<file path="config.mk">
export PLATFORM = sky130hd
export DESIGN_NAME = ps2_key_decoder_flat
export DESIGN_NICKNAME = d
export VERILOG_FILES = /design/src/rtl/ps2_key_decoder_if.sv /design/src/rtl/ps2_key_decoder.sv /design/src/flat_wrapper.sv
export SDC_FILE = /design/constraint.sdc
export NUM_CORES = 1
export LEC_CHECK = 0
export ABC_AREA = 1
export CORE_MARGIN = 4
export CORE_UTILIZATION = 60
export CTS_CLUSTER_SIZE = 30
export DETAILED_ROUTE_END_ITERATION = 6
export GPL_TIMING_DRIVEN = 0
export PLACE_DENSITY = 0.85
export REMOVE_ABC_BUFFERS = 1
export SYNTH_ARGS = -nofsm -noshare
export SYNTH_HDL_FRONTEND = slang
export SYNTH_SLANG_ARGS = --single-unit
</file>
<file path="constraint.sdc">
create_clock -name clock -period 3.3 [get_ports clock]
set_input_delay 0.66 -clock clock [delete_from_list [all_inputs] [get_ports clock]]
set_output_delay 0.66 -clock clock [all_outputs]
set_load 0.05 [all_outputs]
</file>
<file path="src/rtl/ps2_key_decoder_if.sv">
// Byte-stream link from the PS/2 receiver into the key decoder.
// The receiver drives a byte plus a one-cycle valid strobe; there is no backpressure.
interface ps2_key_decoder_if;
  logic [7:0] rx_data;
  logic       rx_valid;

  modport master (output rx_data, output rx_valid);
  modport slave  (input  rx_data, input  rx_valid);
endinterface

</file>
<file path="src/rtl/ps2_key_decoder.sv">
// PS/2 scan-code decoder: turns make/break/extended byte sequences into a
// start pulse for the title screen and held direction flags for the game screen.
module ps2_key_decoder #(
  parameter logic [7:0] START_CODE = 8'h5A,
  parameter logic [7:0] ALT_START  = 8'h29,
  parameter int         TIMEOUT    = 50000
) (
  input  logic               clock,
  input  logic               reset,
  ps2_key_decoder_if.slave   rx,
  output logic               o_start,
  output logic               o_key_up,
  output logic               o_key_down,
  output logic               o_key_left,
  output logic               o_key_right,
  output logic [7:0]         o_last_code,
  output logic               o_err
);

  localparam int CW = (TIMEOUT > 1) ? $clog2(TIMEOUT) : 1;
  localparam logic [CW-1:0] TMAX = CW'(TIMEOUT - 1);

  localparam logic [1:0] S_IDLE     = 2'd0;
  localparam logic [1:0] S_GOT_E0   = 2'd1;
  localparam logic [1:0] S_GOT_F0   = 2'd2;
  localparam logic [1:0] S_GOT_E0F0 = 2'd3;

  logic [1:0]    r_state;
  logic [CW-1:0] r_count;
  logic          r_startHeld;
  logic          r_start;
  logic          r_err;
  logic          r_up;
  logic          r_down;
  logic          r_left;
  logic          r_right;
  logic [7:0]    r_lastCode;

  logic [7:0] w_code;
  logic       w_isE0;
  logic       w_isF0;
  logic       w_isErr;
  logic       w_make;
  logic       w_break;
  logic       w_ext;
  logic [1:0] w_nextState;
  logic       w_isUp;
  logic       w_isDown;
  logic       w_isLeft;
  logic       w_isRight;
  logic       w_isStart;

  assign w_code  = rx.rx_data;
  assign w_isE0  = (w_code == 8'hE0);
  assign w_isF0  = (w_code == 8'hF0);
  assign w_isErr = (w_code == 8'h00) || (w_code == 8'hFF) || (w_code == 8'hAA);

  // Prefix tracking: decide whether the incoming byte is a prefix, a make or a break.
  always_comb begin
    w_make      = 1'b0;
    w_break     = 1'b0;
    w_ext       = 1'b0;
    w_nextState = r_state;
    case (r_state)
      S_IDLE: begin
        if (w_isE0)      w_nextState = S_GOT_E0;
        else if (w_isF0) w_nextState = S_GOT_F0;
        else             w_make = 1'b1;
      end
      S_GOT_E0: begin
        if (w_isF0)      w_nextState = S_GOT_E0F0;
        else if (!w_isE0) begin
          w_make      = 1'b1;
          w_ext       = 1'b1;
          w_nextState = S_IDLE;
        end
      end
      S_GOT_F0: begin
        if (w_isE0)      w_nextState = S_GOT_E0;
        else if (!w_isF0) begin
          w_break     = 1'b1;
          w_nextState = S_IDLE;
        end
      end
      default: begin
        if (!w_isE0 && !w_isF0) begin
          w_break     = 1'b1;
          w_ext       = 1'b1;
          w_nextState = S_IDLE;
        end
      end
    endcase
  end

  // Key matching: plain WASD codes or the extended arrow-key codes.
  always_comb begin
    w_isUp    = (w_code == 8'h1D && !w_ext) || (w_code == 8'h75 && w_ext);
    w_isDown  = (w_code == 8'h1B && !w_ext) || (w_code == 8'h72 && w_ext);
    w_isLeft  = (w_code == 8'h1C && !w_ext) || (w_code == 8'h6B && w_ext);
    w_isRight = (w_code == 8'h23 && !w_ext) || (w_code == 8'h74 && w_ext);
    w_isStart = (w_code == START_CODE) || (w_code == ALT_START && !w_ext);
  end

  // State, prefix timeout, held flags and the one-cycle start/err pulses.
  always_ff @(posedge clock) begin
    if (!reset) begin
      r_state     <= S_IDLE;
      r_count     <= '0;
      r_startHeld <= 1'b0;
      r_start     <= 1'b0;
      r_err       <= 1'b0;
      r_up        <= 1'b0;
      r_down      <= 1'b0;
      r_left      <= 1'b0;
      r_right     <= 1'b0;
      r_lastCode  <= 8'h00;
    end else begin
      r_start <= 1'b0;
      r_err   <= 1'b0;
      if (rx.rx_valid) begin
        r_count <= '0;
        if (w_isErr) begin
          r_err       <= 1'b1;
          r_up        <= 1'b0;
          r_down      <= 1'b0;
          r_left      <= 1'b0;
          r_right     <= 1'b0;
          r_startHeld <= 1'b0;
          r_state     <= S_IDLE;
        end else begin
          r_state <= w_nextState;
          if (w_make) begin
            if (w_isUp)    r_up    <= 1'b1;
            if (w_isDown)  r_down  <= 1'b1;
            if (w_isLeft)  r_left  <= 1'b1;
            if (w_isRight) r_right <= 1'b1;
            if (w_isStart && !r_startHeld) begin
              r_start     <= 1'b1;
              r_startHeld <= 1'b1;
            end
            r_lastCode <= w_code;
          end
          if (w_break) begin
            if (w_isUp)    r_up        <= 1'b0;
            if (w_isDown)  r_down      <= 1'b0;
            if (w_isLeft)  r_left      <= 1'b0;
            if (w_isRight) r_right     <= 1'b0;
            if (w_isStart) r_startHeld <= 1'b0;
            r_lastCode <= w_code;
          end
        end
      end else if (r_state != S_IDLE) begin
        if (r_count == TMAX) r_state <= S_IDLE;
        else                 r_count <= r_count + 1'b1;
      end
    end
  end

  assign o_start     = r_start;
  assign o_err       = r_err;
  assign o_key_up    = r_up;
  assign o_key_down  = r_down;
  assign o_key_left  = r_left;
  assign o_key_right = r_right;
  assign o_last_code = r_lastCode;

endmodule

</file>
<file path="src/flat_wrapper.sv">
// flat-port wrapper written by rule: the top's interface ports become plain ports
module ps2_key_decoder_flat 
#(
  parameter logic [7:0] START_CODE = 8'h5A,
  parameter logic [7:0] ALT_START  = 8'h29,
  parameter int         TIMEOUT    = 50000
)
  (clock, reset, o_start, o_key_up, o_key_down, o_key_left, o_key_right, o_last_code, o_err, rx_rx_data, rx_rx_valid);
  ps2_key_decoder_if rx_i ();
  input  logic clock;
  input  logic reset;
  output logic o_start;
  output logic o_key_up;
  output logic o_key_down;
  output logic o_key_left;
  output logic o_key_right;
  output logic [7:0] o_last_code;
  output logic o_err;
  input wire logic [$bits(rx_i.rx_data)-1:0] rx_rx_data;
  input wire logic [$bits(rx_i.rx_valid)-1:0] rx_rx_valid;
  assign rx_i.rx_data = rx_rx_data;
  assign rx_i.rx_valid = rx_rx_valid;
  ps2_key_decoder #(.START_CODE(START_CODE), .ALT_START(ALT_START), .TIMEOUT(TIMEOUT)) u_core (.clock(clock), .reset(reset), .rx(rx_i), .o_start(o_start), .o_key_up(o_key_up), .o_key_down(o_key_down), .o_key_left(o_key_left), .o_key_right(o_key_right), .o_last_code(o_last_code), .o_err(o_err));
endmodule
</file>
==> qor.csv <==
stage;metric;value;unit
logic_synthesis;library cells used by synthesis;30;
final_layout;share of cells above drive strength 1;10.3;%
placed_design;DP Area;2310;um^2
timing;Final Critical Period;2.74;ns
routing;Routed Antenna Nets;0;
worst_setup_path;startpoint types;primary input;
grt;initial antenna violation count;0;
power_and_ir_drop;internal power component;0.640;mW
final_layout;Layout Nets;352;
timing;Fmax;366;MHz
floorplanning;row count;20;
placed_design;Final GP Congestion;0.966;
final_layout;fin area;2400;um^2
logic_synthesis;mapped cell area;2060;um^2
grt;total congestion overflow;0;
worst_setup_path;critical path cell sequence;clkdlybuf4s50_1, inv_1, nor2_1, clkinv_1, a21oi_1;
placed_design;Port Buf Inserts;24;
worst_setup_path;crit-path max cell delay;0.69;ns
worst_setup_path;Crit Path Max Fanout;12;
routing;1st-iter DRT viols;202;
power_and_ir_drop;worst vdd ir;0.000315;V
logic_synthesis;sequential area share after synthesis;32.1;%
routing;DRC;0;
worst_setup_path;CP Class;in2reg;
logic_synthesis;Post-synth EDFFs;0;
min_path;min-delay worst type;reg2reg;
worst_setup_path;CP required;3.55;ns
cts;post-CTS setup buffer count;0;
cts;clock slew at reported path FFs;0.11;ns
cts;Clock Sinks;33;
floorplanning;die span in y;66.6;um
routing;via count;2111;
flow_run;Max Cap Violations;0;
worst_setup_path;Slowest-stage cell, CP;clkdlybuf4s50_1;
logic_synthesis;most frequent cells after synthesis;nand2_1, nor2_1, dfxtp_1;
timing;RSZ-0062 raised after global routing;false;
cts;CTS root buf;clkbuf_4;
timing;Worst Tran Pin Value;0.813;ns
final_layout;ant diodes;0;
power_and_ir_drop;power per cell area;375;nW/um^2
worst_setup_path;crit path DAT;2.99;ns
floorplanning;Die X;66.6;um
timing;Final Hold Fails;0;
cts;CTS tree;done;
worst_setup_path;CP top delay family;buffers and inverters;
grt;first-pass GRT wire length;8.52;mm
final_layout;Filler Cell Count;267;
final_layout;post-layout util;76.0;%
power_and_ir_drop;Sequential Power Share;46.5;%
logic_synthesis;count leader, synth;nand2_1;
power_and_ir_drop;P_sw;0.260;mW
timing;count of final setup violators;0;
logic_synthesis;async set-reset flop share out of synthesis;0;%
timing;setup TNS;0;ns
routing;Routed Wire Length;4.81;mm
outcome;status;finished clean;
cts;CTS max path bufs;2;
logic_synthesis;cells after synthesis;314;
final_layout;Area growth syn-to-layout;16.5;%
power_and_ir_drop;proportion of power drawn by the clock network;35.6;%
cts;Worst-Skew Late Latency;0.33;ns
timing;Final Slew Violations;0;
routing;routed vias/inst;5.48;
timing;period utilization;82.9;%
power_and_ir_drop;Sw Share;28.8;%
floorplanning;Initial Utilization;65.2;%
logic_synthesis;syn avg cell area;6.55;um^2
cts;htree depth;2;
floorplanning;Die Footprint;4430;um^2
grt;vias in the first global route;1988;
power_and_ir_drop;Pleak;0.966;nW
logic_synthesis;YS warnings;0;
cts;# hold bufs at CTS;0;
cts;CTS Buf Count;5;
worst_setup_path;CP Capture Type;flip-flop;
floorplanning;core area;3150;um^2
logic_synthesis;number of synthesized register bits;33;
power_and_ir_drop;Combinational Power Share;17.9;%
logic_synthesis;Synth area leaders;dfxtp_1, nand2_1, nand3_1, nor2_1, a21oi_1;
logic_synthesis;cell taking the most area after synthesis;dfxtp_1;
grt;GRT Total Usage;24.3;%
floorplanning;top-level port count;25;
routing;DR WL/cell;12.5;um
timing;Clock Skews;0.0109;ns
logic_synthesis;Synth Flop Type;dfxtp_1;
routing;drt pass-1 iters;5;
cts;Resized Gates After CTS;0;
grt;largest net degree at the start of global routing;19;
timing;Slew headroom;45.6;%
worst_setup_path;WP buf/inv;3;
logic_synthesis;top cell type's share of synthesized area;32.1;%
placed_design;Final HPWL DP;3.56;mm
[power groups by stage]
stage	combinational, mW	clock, mW	sequential (mW)
after floorplan	0.0791	0	0.454
after global placement	0.157	0	0.427
after detailed placement	0.159	0	0.428
after CTS	0.160	0.322	0.419
after global routing	0.177	0.336	0.421
final	0.161	0.320	0.419
[placed cells by master, fill, tap and decap left out, drive strengths merged]
| master | Yosys | layout |
|---|---|---|
| clkbuf | 1 | 7 |
| xnor2 | 3 | 3 |
| nor3b | 2 | 2 |
| nor3 | 9 | 9 |
| ha | 1 | 1 |
| nand3 | 31 | 31 |
| a21oi | 24 | 24 |
| xor2 | 6 | 6 |
| o21ai | 17 | 17 |
| inv | 33 | 33 |
| nand2 | 100 | 100 |
| clkdlybuf4s50 | 0 | 24 |
| clkinv | 1 | 1 |
| nand4 | 5 | 5 |
| bufinv | 0 | 1 |
| nor2 | 44 | 44 |
| dfxtp | 33 | 33 |
[worst min-delay path, stage by stage, from the launching register on]
cell	delay, ns
dfxtp_1	0.34
nand2_1	0.06
nand2_1	0.04
[worst paths after layout]
| check | startpoint | end | slack [ns] | depth (start not counted) |
|---|---|---|---|---|
| max | reset | u_core.r_count[11] | 0.56 | 5 |
| min | u_core.o_key_up | u_core.o_key_up | 0.47 | 2 |
| max reg2reg | u_core.r_count[0] | u_core.r_count[4] | 1.33 | 6 |
| min reg2reg | u_core.o_key_up | u_core.o_key_up | 0.47 | 2 |
[state kept, by name, summed over array words and instances, names as in the netlist]
| register | cells |
|---|---|
| u_core.r_count | 16 |
| u_core.o_last_code | 8 |
| u_core.r_state | 2 |
| u_core.o_err | 1 |
| u_core.o_key_down | 1 |
| u_core.o_key_left | 1 |
| u_core.o_key_right | 1 |
| u_core.o_key_up | 1 |
| u_core.o_start | 1 |
| u_core.r_startHeld | 1 |
[cell families after synthesis]
family	Yosys count	share of synthesized area (%)
AOI/OAI and AO/OA	41	10.5
and+or+nand+nor	191	44.8
adders and majority gates	1	0.608
xor gates and xnor gates	9	3.83
buffers and inverters	39	8.15
DFF	33	32.1
[final cells by class]
| type | instances | area, um^2 | share of cell area [%] |
|---|---|---|---|
| multi-input combinational | 242 | 1230 | 51.3 |
| timing repair buffer | 24 | 240 | 10.0 |
| tap | 44 | 55.1 | 2.30 |
| clock inverter | 1 | 30.0 | 1.25 |
| clock buffer | 7 | 55.1 | 2.30 |
| sequential | 33 | 661 | 27.6 |
| inverter | 34 | 128 | 5.32 |
[layer usage]
| metal | wire length (um) | vias up | share of wire (%) | track usage, % |
|---|---|---|---|---|
| met1 | 2310 | 946 | 48 | 33.2 |
| met3 | 326 | 15 | 6.8 | 5.40 |
| met4 | 107 | 0 | 2.2 | 9.39 |
| li1 | - | 1058 | - | - |
| met5 | 0 | - | 0 | 0 |
| met2 | 2070 | 92 | 43 | 36.9 |
[through the flow]
| stage | worst slack [ns] | power (mW) | std cells | hold WS [ns] |
|---|---|---|---|---|
| 6_report | 0.564 | 0.900 | 385 | 0.472 |
| 5_1_grt | 0.351 | 0.933 | 385 | 0.494 |
| 4_1_cts | 0.574 | 0.901 | 385 | 0.474 |
| 3_5_place_dp | 0.232 | 0.587 | 377 | 0.459 |
| 3_3_place_gp | 0.287 | 0.584 | 377 | 0.455 |
| 2_1_floorplan | 1.63 | 0.533 | 309 | 0.445 |
No activity file was read; power rests on OpenSTA's default activity.
